**config.mk**
```make
export PLATFORM = sky130hd
export DESIGN_NAME = microprog_loader_fifo
export DESIGN_NICKNAME = d
export VERILOG_FILES = /design/src/rtl/microprog_loader_fifo.sv
export SDC_FILE = /design/constraint.sdc
export NUM_CORES = 2
export LEC_CHECK = 0
export ABC_AREA = 1
export BUFFER_PORTS_ARGS = -buffer_cell sky130_fd_sc_hd__buf_2
export CELL_PAD_IN_SITES_DETAIL_PLACEMENT = 0
export CELL_PAD_IN_SITES_GLOBAL_PLACEMENT = 2
export CORE_MARGIN = 1.5
export CORE_UTILIZATION = 40
export DETAILED_ROUTE_END_ITERATION = 10
export HOLD_SLACK_MARGIN = 0.05
export PLACE_DENSITY = 0.78
export SYNTH_ARGS = -nofsm -noshare
export SYNTH_HDL_FRONTEND = slang
export SYNTH_SLANG_ARGS = --single-unit
```
**constraint.sdc**
```tcl
create_clock -name clk -period 38.9 [get_ports clk]
set_input_delay 7.78 -clock clk [delete_from_list [all_inputs] [get_ports clk]]
set_output_delay 7.78 -clock clk [all_outputs]
set_load 0.02 [all_outputs]
```
**src/rtl/microprog_loader_fifo.sv**
```systemverilog
// Packs loader command words into microprogram entries and queues them for the sequencer.
// Read data is registered one cycle after a pop; the loader is stalled via wr_ready while a completed entry waits for FIFO space.
module microprog_loader_fifo #(
  parameter int MICROPROG_LEN_WORDS = 4,
  parameter int CMD_SIZE_BITS       = 64,
  parameter int FIFO_DEPTH          = 4
) (
  input  logic                                          clk,
  input  logic                                          rst,
  input  logic                                          wr_valid,
  input  logic [CMD_SIZE_BITS-1:0]                      wr_data,
  input  logic                                          wr_last,
  output logic                                          wr_ready,
  input  logic                                          fifo_read_en,
  output logic [CMD_SIZE_BITS*MICROPROG_LEN_WORDS-1:0]  fifo_read_data,
  output logic                                          fifo_empty,
  output logic                                          fifo_full,
  output logic [$clog2(FIFO_DEPTH+1)-1:0]               fifo_count,
  output logic                                          underflow_err
);
  localparam int TOT  = CMD_SIZE_BITS * MICROPROG_LEN_WORDS;
  localparam int IDXW = (MICROPROG_LEN_WORDS > 1) ? $clog2(MICROPROG_LEN_WORDS) : 1;
  localparam int PW   = $clog2(FIFO_DEPTH);
  localparam int CW   = $clog2(FIFO_DEPTH+1);

  typedef enum logic {S_FILL = 1'b0, S_PEND = 1'b1} state_t;

  state_t            r_state, w_state_nxt;
  logic [IDXW-1:0]   r_idx;
  logic [TOT-1:0]    r_pack;
  logic [TOT-1:0]    r_stage;
  logic [TOT-1:0]    r_mem [FIFO_DEPTH];
  logic [PW-1:0]     r_wptr, r_rptr;
  logic [CW-1:0]     r_count;
  logic [TOT-1:0]    r_rdata;
  logic              r_uflow;

  logic              w_accept, w_complete, w_pop, w_room, w_push, w_stage_ld;
  logic [TOT-1:0]    w_entry, w_push_dat;

  // Words above the current index are always zero in r_pack, so completion zero-fills for free.
  always_comb begin
    w_entry = r_pack;
    for (int k = 0; k < MICROPROG_LEN_WORDS; k++) begin
      if (r_idx == IDXW'(k)) w_entry[k*CMD_SIZE_BITS +: CMD_SIZE_BITS] = wr_data;
    end
  end

  assign w_accept   = wr_valid && wr_ready;
  assign w_complete = w_accept && ((r_idx == IDXW'(MICROPROG_LEN_WORDS-1)) || wr_last);
  assign w_pop      = fifo_read_en && (r_count != '0);
  assign w_room     = (r_count < CW'(FIFO_DEPTH)) || w_pop;

  always_ff @(posedge clk or posedge rst) begin
    if (rst) r_state <= S_FILL;
    else     r_state <= w_state_nxt;
  end

  always_comb begin
    w_state_nxt = r_state;
    wr_ready    = 1'b0;
    w_push      = 1'b0;
    w_push_dat  = r_stage;
    w_stage_ld  = 1'b0;
    case (r_state)
      S_FILL: begin
        wr_ready   = 1'b1;
        w_push_dat = w_entry;
        if (w_complete) begin
          if (w_room) begin
            w_push = 1'b1;
          end else begin
            w_stage_ld  = 1'b1;
            w_state_nxt = S_PEND;
          end
        end
      end
      S_PEND: begin
        if (w_room) begin
          w_push      = 1'b1;
          w_state_nxt = S_FILL;
        end
      end
      default: w_state_nxt = S_FILL;
    endcase
  end

  always_ff @(posedge clk or posedge rst) begin
    if (rst) begin
      r_idx   <= '0;
      r_pack  <= '0;
      r_stage <= '0;
    end else begin
      if (w_complete) begin
        r_idx  <= '0;
        r_pack <= '0;
      end else if (w_accept) begin
        r_idx  <= r_idx + IDXW'(1);
        r_pack <= w_entry;
      end
      if (w_stage_ld) r_stage <= w_entry;
    end
  end

  always_ff @(posedge clk) begin
    if (w_push) r_mem[r_wptr] <= w_push_dat;
  end

  // Push and pop on a full FIFO hit the same slot; the pop still sees the old entry.
  always_ff @(posedge clk or posedge rst) begin
    if (rst) begin
      r_wptr  <= '0;
      r_rptr  <= '0;
      r_count <= '0;
      r_rdata <= '0;
      r_uflow <= 1'b0;
    end else begin
      r_uflow <= fifo_read_en && (r_count == '0);
      if (w_push) r_wptr <= r_wptr + PW'(1);
      if (w_pop) begin
        r_rptr  <= r_rptr + PW'(1);
        r_rdata <= r_mem[r_rptr];
      end
      case ({w_push, w_pop})
        2'b10:   r_count <= r_count + CW'(1);
        2'b01:   r_count <= r_count - CW'(1);
        default: r_count <= r_count;
      endcase
    end
  end

  assign fifo_read_data = r_rdata;
  assign fifo_count     = r_count;
  assign fifo_empty     = (r_count == '0);
  assign fifo_full      = (r_count == CW'(FIFO_DEPTH));
  assign underflow_err  = r_uflow;

endmodule

```
# After elaboration in Yosys (flattened, before gate mapping)

Memory sizes are Yosys's and may differ from the RTL's. A register that Yosys moved wholly into a read port is not among the register bits.
Index checks and enable logic that the tools add are counted.

Bits in registers: 523
Memory bits (writable): 1024
Input port bits: 69
Output and inout bits: 263
Logic and storage cells: 53
Memories: 1

Memory list:

| name  | depth | width | read ports | clocked after Yosys merged registers in | wr ports | RTL line | source |
|---|---|---|---|---|---|---|---|
| r_mem | 4     | 256   | 1          | 1                                       | 1        | 32       | `logic [TOT-1:0] r_mem [FIFO_DEPTH];` |

Add/sub/neg operators: 5
$lt $le $gt $ge: 1
Equality and inequality tests: 6
Muxes and demuxes: 20
Bitwise operators: 1
Reduce and logical (&&, ||, !) cells: 11

Operator list:

| operator                                                               | number |
|---|---|
| 256-bit two-way mux                                                    | 3 |
| 64-bit two-way mux                                                     | 4 |
| 1-bit two-way mux                                                      | 8 |
| 2-bit by 1-bit adder with 2-bit output (second input constant)         | 3 |
| 2-bit equality test (second input constant)                            | 3 |
| 3-bit one-hot mux with 2 select lines                                  | 1 |
| 2-bit by 1-bit equality test with 1-bit output (second input constant) | 2 |
| 1-bit logical AND                                                      | 4 |
| 2-bit two-way mux                                                      | 2 |
| 1-bit one-hot mux with 2 select lines                                  | 2 |
| 2-bit nonzero test                                                     | 2 |
| 3-bit by 1-bit adder with 3-bit output (second input constant)         | 1 |
| 3-bit equality test (second input constant)                            | 1 |
| 3-bit zero test                                                        | 1 |
| 3-bit less-than comparator (second input constant)                     | 1 |
| 3-bit nonzero test                                                     | 1 |
| 3-bit by 1-bit subtractor with 3-bit output (second input constant)    | 1 |
| 2-bit zero test                                                        | 1 |
| 1-bit logical OR                                                       | 2 |
| 1-bit NOT                                                              | 1 |

# Logic depth before layout (Yosys ltp)

Word-level depth: 8
Mapped depth: 13
Mapped depth without buffers: 11

# Worst setup path before layout

No wires, ideal clock.

Path type: input -> register
Start point: input wr_valid
End point: memory r_mem[0][0] in the netlist's numbering, enable pin
Library setup time: 0.877 ns
Arrival: 18.733 ns
Data required time: 38.023 ns
Path slack: 19.290 ns
Cell stages on the path: 4
Buffers on the path: 0
Cells stage by stage: inv_1 > o21ai_2 > nand2_2 > nor2_1

Longest elaborated chain between the ends: 6

Ends and longest elaborated chain:

| element                                 | RTL line | source |
|---|---|---|
| start, declared                         | 10       | `input logic wr_valid,` |
| 1-bit logical AND                       | 49       | `assign w_accept = wr_valid && wr_ready;` |
| 1-bit logical AND                       | 50       | `assign w_complete = w_accept && ((r_idx == IDXW'(MICROPROG_LEN_WORDS-1)) \|\| wr_last);` |
| 1-bit two-way mux                       | 69       | `if (w_complete) begin` |
| 1-bit one-hot mux with 2 select lines   | 65       | `case (r_state)` |
| 1-bit two-way mux                       | 106      | `if (w_push) r_mem[r_wptr] <= w_push_dat;` |
| 1-bit two-way mux (implied by the code) | 106      |  |
| end, declared                           | 32       |  |

No other way between the ends.

# Final worst setup path

Start point: input fifo_read_en
End point: memory r_mem[2][157] in the netlist's numbering, enable pin

Longest elaborated chain between the ends: 7

Ends and longest elaborated chain:

| element                                     | RTL line | source |
|---|---|---|
| start, declared                             | 14       | `input logic fifo_read_en,` |
| 1-bit logical AND (*)                       | 51       | `assign w_pop = fifo_read_en && (r_count != '0);` |
| 1-bit logical OR (*)                        | 52       | `assign w_room = (r_count < CW'(FIFO_DEPTH)) \|\| w_pop;` |
| 1-bit two-way mux (*)                       | 70, 79   |  |
| 1-bit two-way mux                           | 69       |  |
| 1-bit one-hot mux with 2 select lines (*)   | 65       |  |
| 1-bit two-way mux (*)                       | 106      |  |
| 1-bit two-way mux (implied by the code) (*) | 106      |  |

Every way passes the cells marked *; elsewhere a longest branch is shown, timed or not.

==> metrics.csv <==
stage;metric;value;unit
sta;setup_tns;0;ns
global_routing;antenna_found_initial;24;
hold_path;min_path_type;flip-flop to flip-flop;
worst_setup_path;r2r_cells;7;
sta;setup_viol;0;
synthesis;synth_area_leaders;edfxtp_1 40%, dfrtp_1 26%, nand2_1 15%;
synthesis;ys_seq_area_share;65.8;%
synthesis;syn_inst;8026;
sta;post-route-min-period;10.47;ns
worst_setup_path;cp_slowest_cell;buf_4;
worst_setup_path;crit_start;fifo_read_en;
global_routing;grt_pass1_vias;50308;
synthesis;yosys_warnings;0;
route;drt_wl_total;219000;um
route;via_per_inst;4.83;
worst_setup_path;crit_path_max_fanout;52;
floorplan;die_x;440;um
worst_setup_path;max_stage_delay;0.79;ns
worst_setup_path;cp_cell_sequence;buf_2, inv_1, nand2_1, nand2_2, nor2_4, buf_4, buf_4;
power;p_leak;39.4;nW
clock_tree;htreeDepth;4;
route;num_vias;52466;
placed_design;dp_hpwl;127000;um
cells_and_area;area_delta_synth_final;12.4;%
synthesis;avgSynthCellArea;9.51;um2
clock_tree;cts_setup_buffers;0;
job;maxCapViolations;0;
worst_setup_path;end_kind;flip-flop;
floorplan;io_pins;332;
route;wl_per_cell;20.2;um
clock_tree;cts_root_buf;clkbuf_16;
worst_setup_path;cpLargestDelayFamily;buffers and inverters;
worst_setup_path;cp_num_buf_inv;4;
clock_tree;hold_buffers;0;
worst_setup_path;cp_data_required_time;39.34;ns
run_status;status;completed;
synthesis;ys_seq_elements;1803;
placed_design;port-buffer-count;331;
synthesis;synth_cell_types;26;
cells_and_area;drive_above_1_share;8.41;%
sta;fmax;0.0955;GHz
worst_setup_path;critPathMostFrequentCell;buf_4;
clock_tree;ctsLongestPathBuffers;3;
placed_design;gp_congestion;0.763;
sta;rsz0062_at_grt;false;
floorplan;die_h;440;um
synthesis;netlist.area_leader.share;40.3;%
cells_and_area;fin_util;45.2;%
power;p_per_area;79.7;nW/um2
route;first_iter_violations;4285;
clock_tree;insertion_delay;0.84;ns
worst_setup_path;crit_cells;7;
worst_setup_path;cp.arrival;10.91;ns
worst_setup_path;criticalPathCategory;primary input to flip-flop;
sta;finClkSkew;0.0307;ns
floorplan;core-area;190000;um2
global_routing;grt-ovfl-total;0;
worst_setup_path;startpoint_type;primary input;
synthesis;yosysTopAreaCell;edfxtp_1;
clock_tree;cts_resized;0;
sta;worstMarginPinSlew;1.17;ns
cells_and_area;nNetsFinal;8249;
floorplan;dieArea;193000;um2
hold_path;hold_start;fifo_read_data[94];
clock_tree;clock-sinks;1803;
floorplan;row_count;160;
floorplan;start_util;40.2;%
synthesis;syn_nets;8105;
route;drt_first_pass_iters;6;
clock_tree;cts.clk_slew.worst_paths;0.05;ns
route;postRouteAntennaNets;0;
global_routing;grt_use_total;22.7;%
route;remaining_drc_errors;0;
global_routing;grt_pass1_wl;327000;um
global_routing;grt_max_degree;227;
worst_setup_path;rr_startpoint;r_idx[0];
clock_tree;cts_tree;done;
sta;fin_crit_sh;26.9;%
sta;report.final.slew_viol_count;0;
hold_path;hold_depth;2;
clock_tree;numCtsBuffers;196;
sta;slew_headroom;22.2;%
power;vdd_drop_max;0.0710;mV
synthesis;syn_area;76300;um2
sta;finalHoldViolCount;0;
[sequential cells by signal (all words and copies together), names as in the netlist]
name            cells
r_stage           256
r_mem            1024
r_rptr              2
r_state             1
r_idx               2
r_pack            256
fifo_count          3
underflow_err       1
fifo_read_data    256
r_wptr              2
[layout by cell type, fill, tap and decap left out, types with 2 or more instances in the layout]
master      netlist  layout
clkinv_16         0       2
inv_8             0       4
dfrtp_1         779     776
xnor2_1           2       2
nor2_1            6       2
o21ai_0         748     748
ha_1              9       5
clkbuf_1        100      70
dfrtp_4           0       3
nand3_1         519     519
diode_2           0       5
buf_4            35      57
inv_16            0       5
ha_4              0       4
clkinv_2          0      36
nand2_1        3082    3082
clkinvlp_4        0       5
clkinv_8          0       3
inv_6             0       5
clkbuf_8          0      19
nor2_4            1       5
bufinv_16         0       5
inv_1          1107    1105
buf_2           280     331
xor2_1            2       2
buf_12            0       9
o21ai_1         281     281
nand2_8           0       2
edfxtp_1       1024    1024
clkbuf_16         0     198
inv_2             5       3
clkinv_1          0      25
[synth_stat cells, drive strengths merged]
master and instances:
edfxtp 1024, clkbuf 121, xnor2 2, nand2 3085, inv 1113, o21ai 1030, nand3 521, ha 9
dfrtp 779, nor2 8, xor2 2, nor3 1, fa 1, buf 330
[final cells by class]
| type | count | area [um2] |
|---|---|---|
| Fill cell | 18019 | 104000 |
| Sequential cell | 1803 | 50300 |
| Multi-Input combinational cell | 4659 | 19700 |
| Clock buffer | 287 | 5480 |
| Inverter | 1113 | 4220 |
| Tap cell | 2511 | 3140 |
| Timing Repair Buffer | 397 | 2260 |
| Clock inverter | 86 | 701 |
| Antenna cell | 5 | 12.5 |
[routing by layer]
metal  part of all wire (%)  track usage [%]
met3                    4.6             3.18
met4                    2.7             6.53
met2                     49             38.7
met1                     44             30.1
met5                 0.0059                0
[logic make-up (layout without fill, tap and decap cells)]
| family | after synthesis | count (layout) | share of synthesized area, % |
|---|---|---|---|
| flops | 1803 | 1803 | 65.8 |
| compound gates | 1030 | 1030 | 6.76 |
| xor+xnor | 4 | 4 | 0.0459 |
| buf+inv | 1564 | 1883 | 8.50 |
| other cells | 0 | 5 | 0 |
| fa+ha+maj | 10 | 10 | 0.174 |
| simple gates | 3615 | 3615 | 18.7 |
[metrics by stage]
step | cell area [um2] | hold slack, ns | std cells | total power [mW] | worst slack (ns)
after detailed placement | 79600 | 0.460 | 10483 | 5.12 | 27.49
after CTS | 85800 | 0.477 | 10856 | 6.92 | 28.39
final | 85800 | 0.471 | 10861 | 6.84 | 28.43
after global placement | 79600 | 0.457 | 10483 | 5.07 | 27.52
after floorplan | 76300 | 0.448 | 8026 | 4.37 | 9.25
after global routing | 85800 | 0.493 | 10858 | 7.28 | 28.25
[final timing paths]
kind | slack, ns | endpoint
setup / recovery | 28.43 | r_mem[2][157]
hold reg to reg | 0.47 | fifo_read_data[94]
max in group asynchronous | 28.89 | r_state
min in group asynchronous | 7.11 | fifo_read_data[196]
setup reg to reg | 34.59 | r_mem[2][157]
hold / removal | 0.47 | fifo_read_data[94]
[report_power, final]
part | leakage, nW | internal [mW] | switching (mW) | total (mW)
combinational | 16.8 | 0.550 | 1.60 | 2.15
clock | 3.02 | 1.01 | 0.777 | 1.79
sequential | 19.5 | 2.67 | 0.223 | 2.89
[worst reg2reg max path: stages (launching register included)]
cell and delay (ns):
dfrtp_1 0.49, ha_4 0.37, nor2_2 0.15, o21ai_2 0.20, nand2_2 0.19, nor2_4 0.77
buf_4 0.81, buf_4 0.90
(Power assumes the default switching activity.)
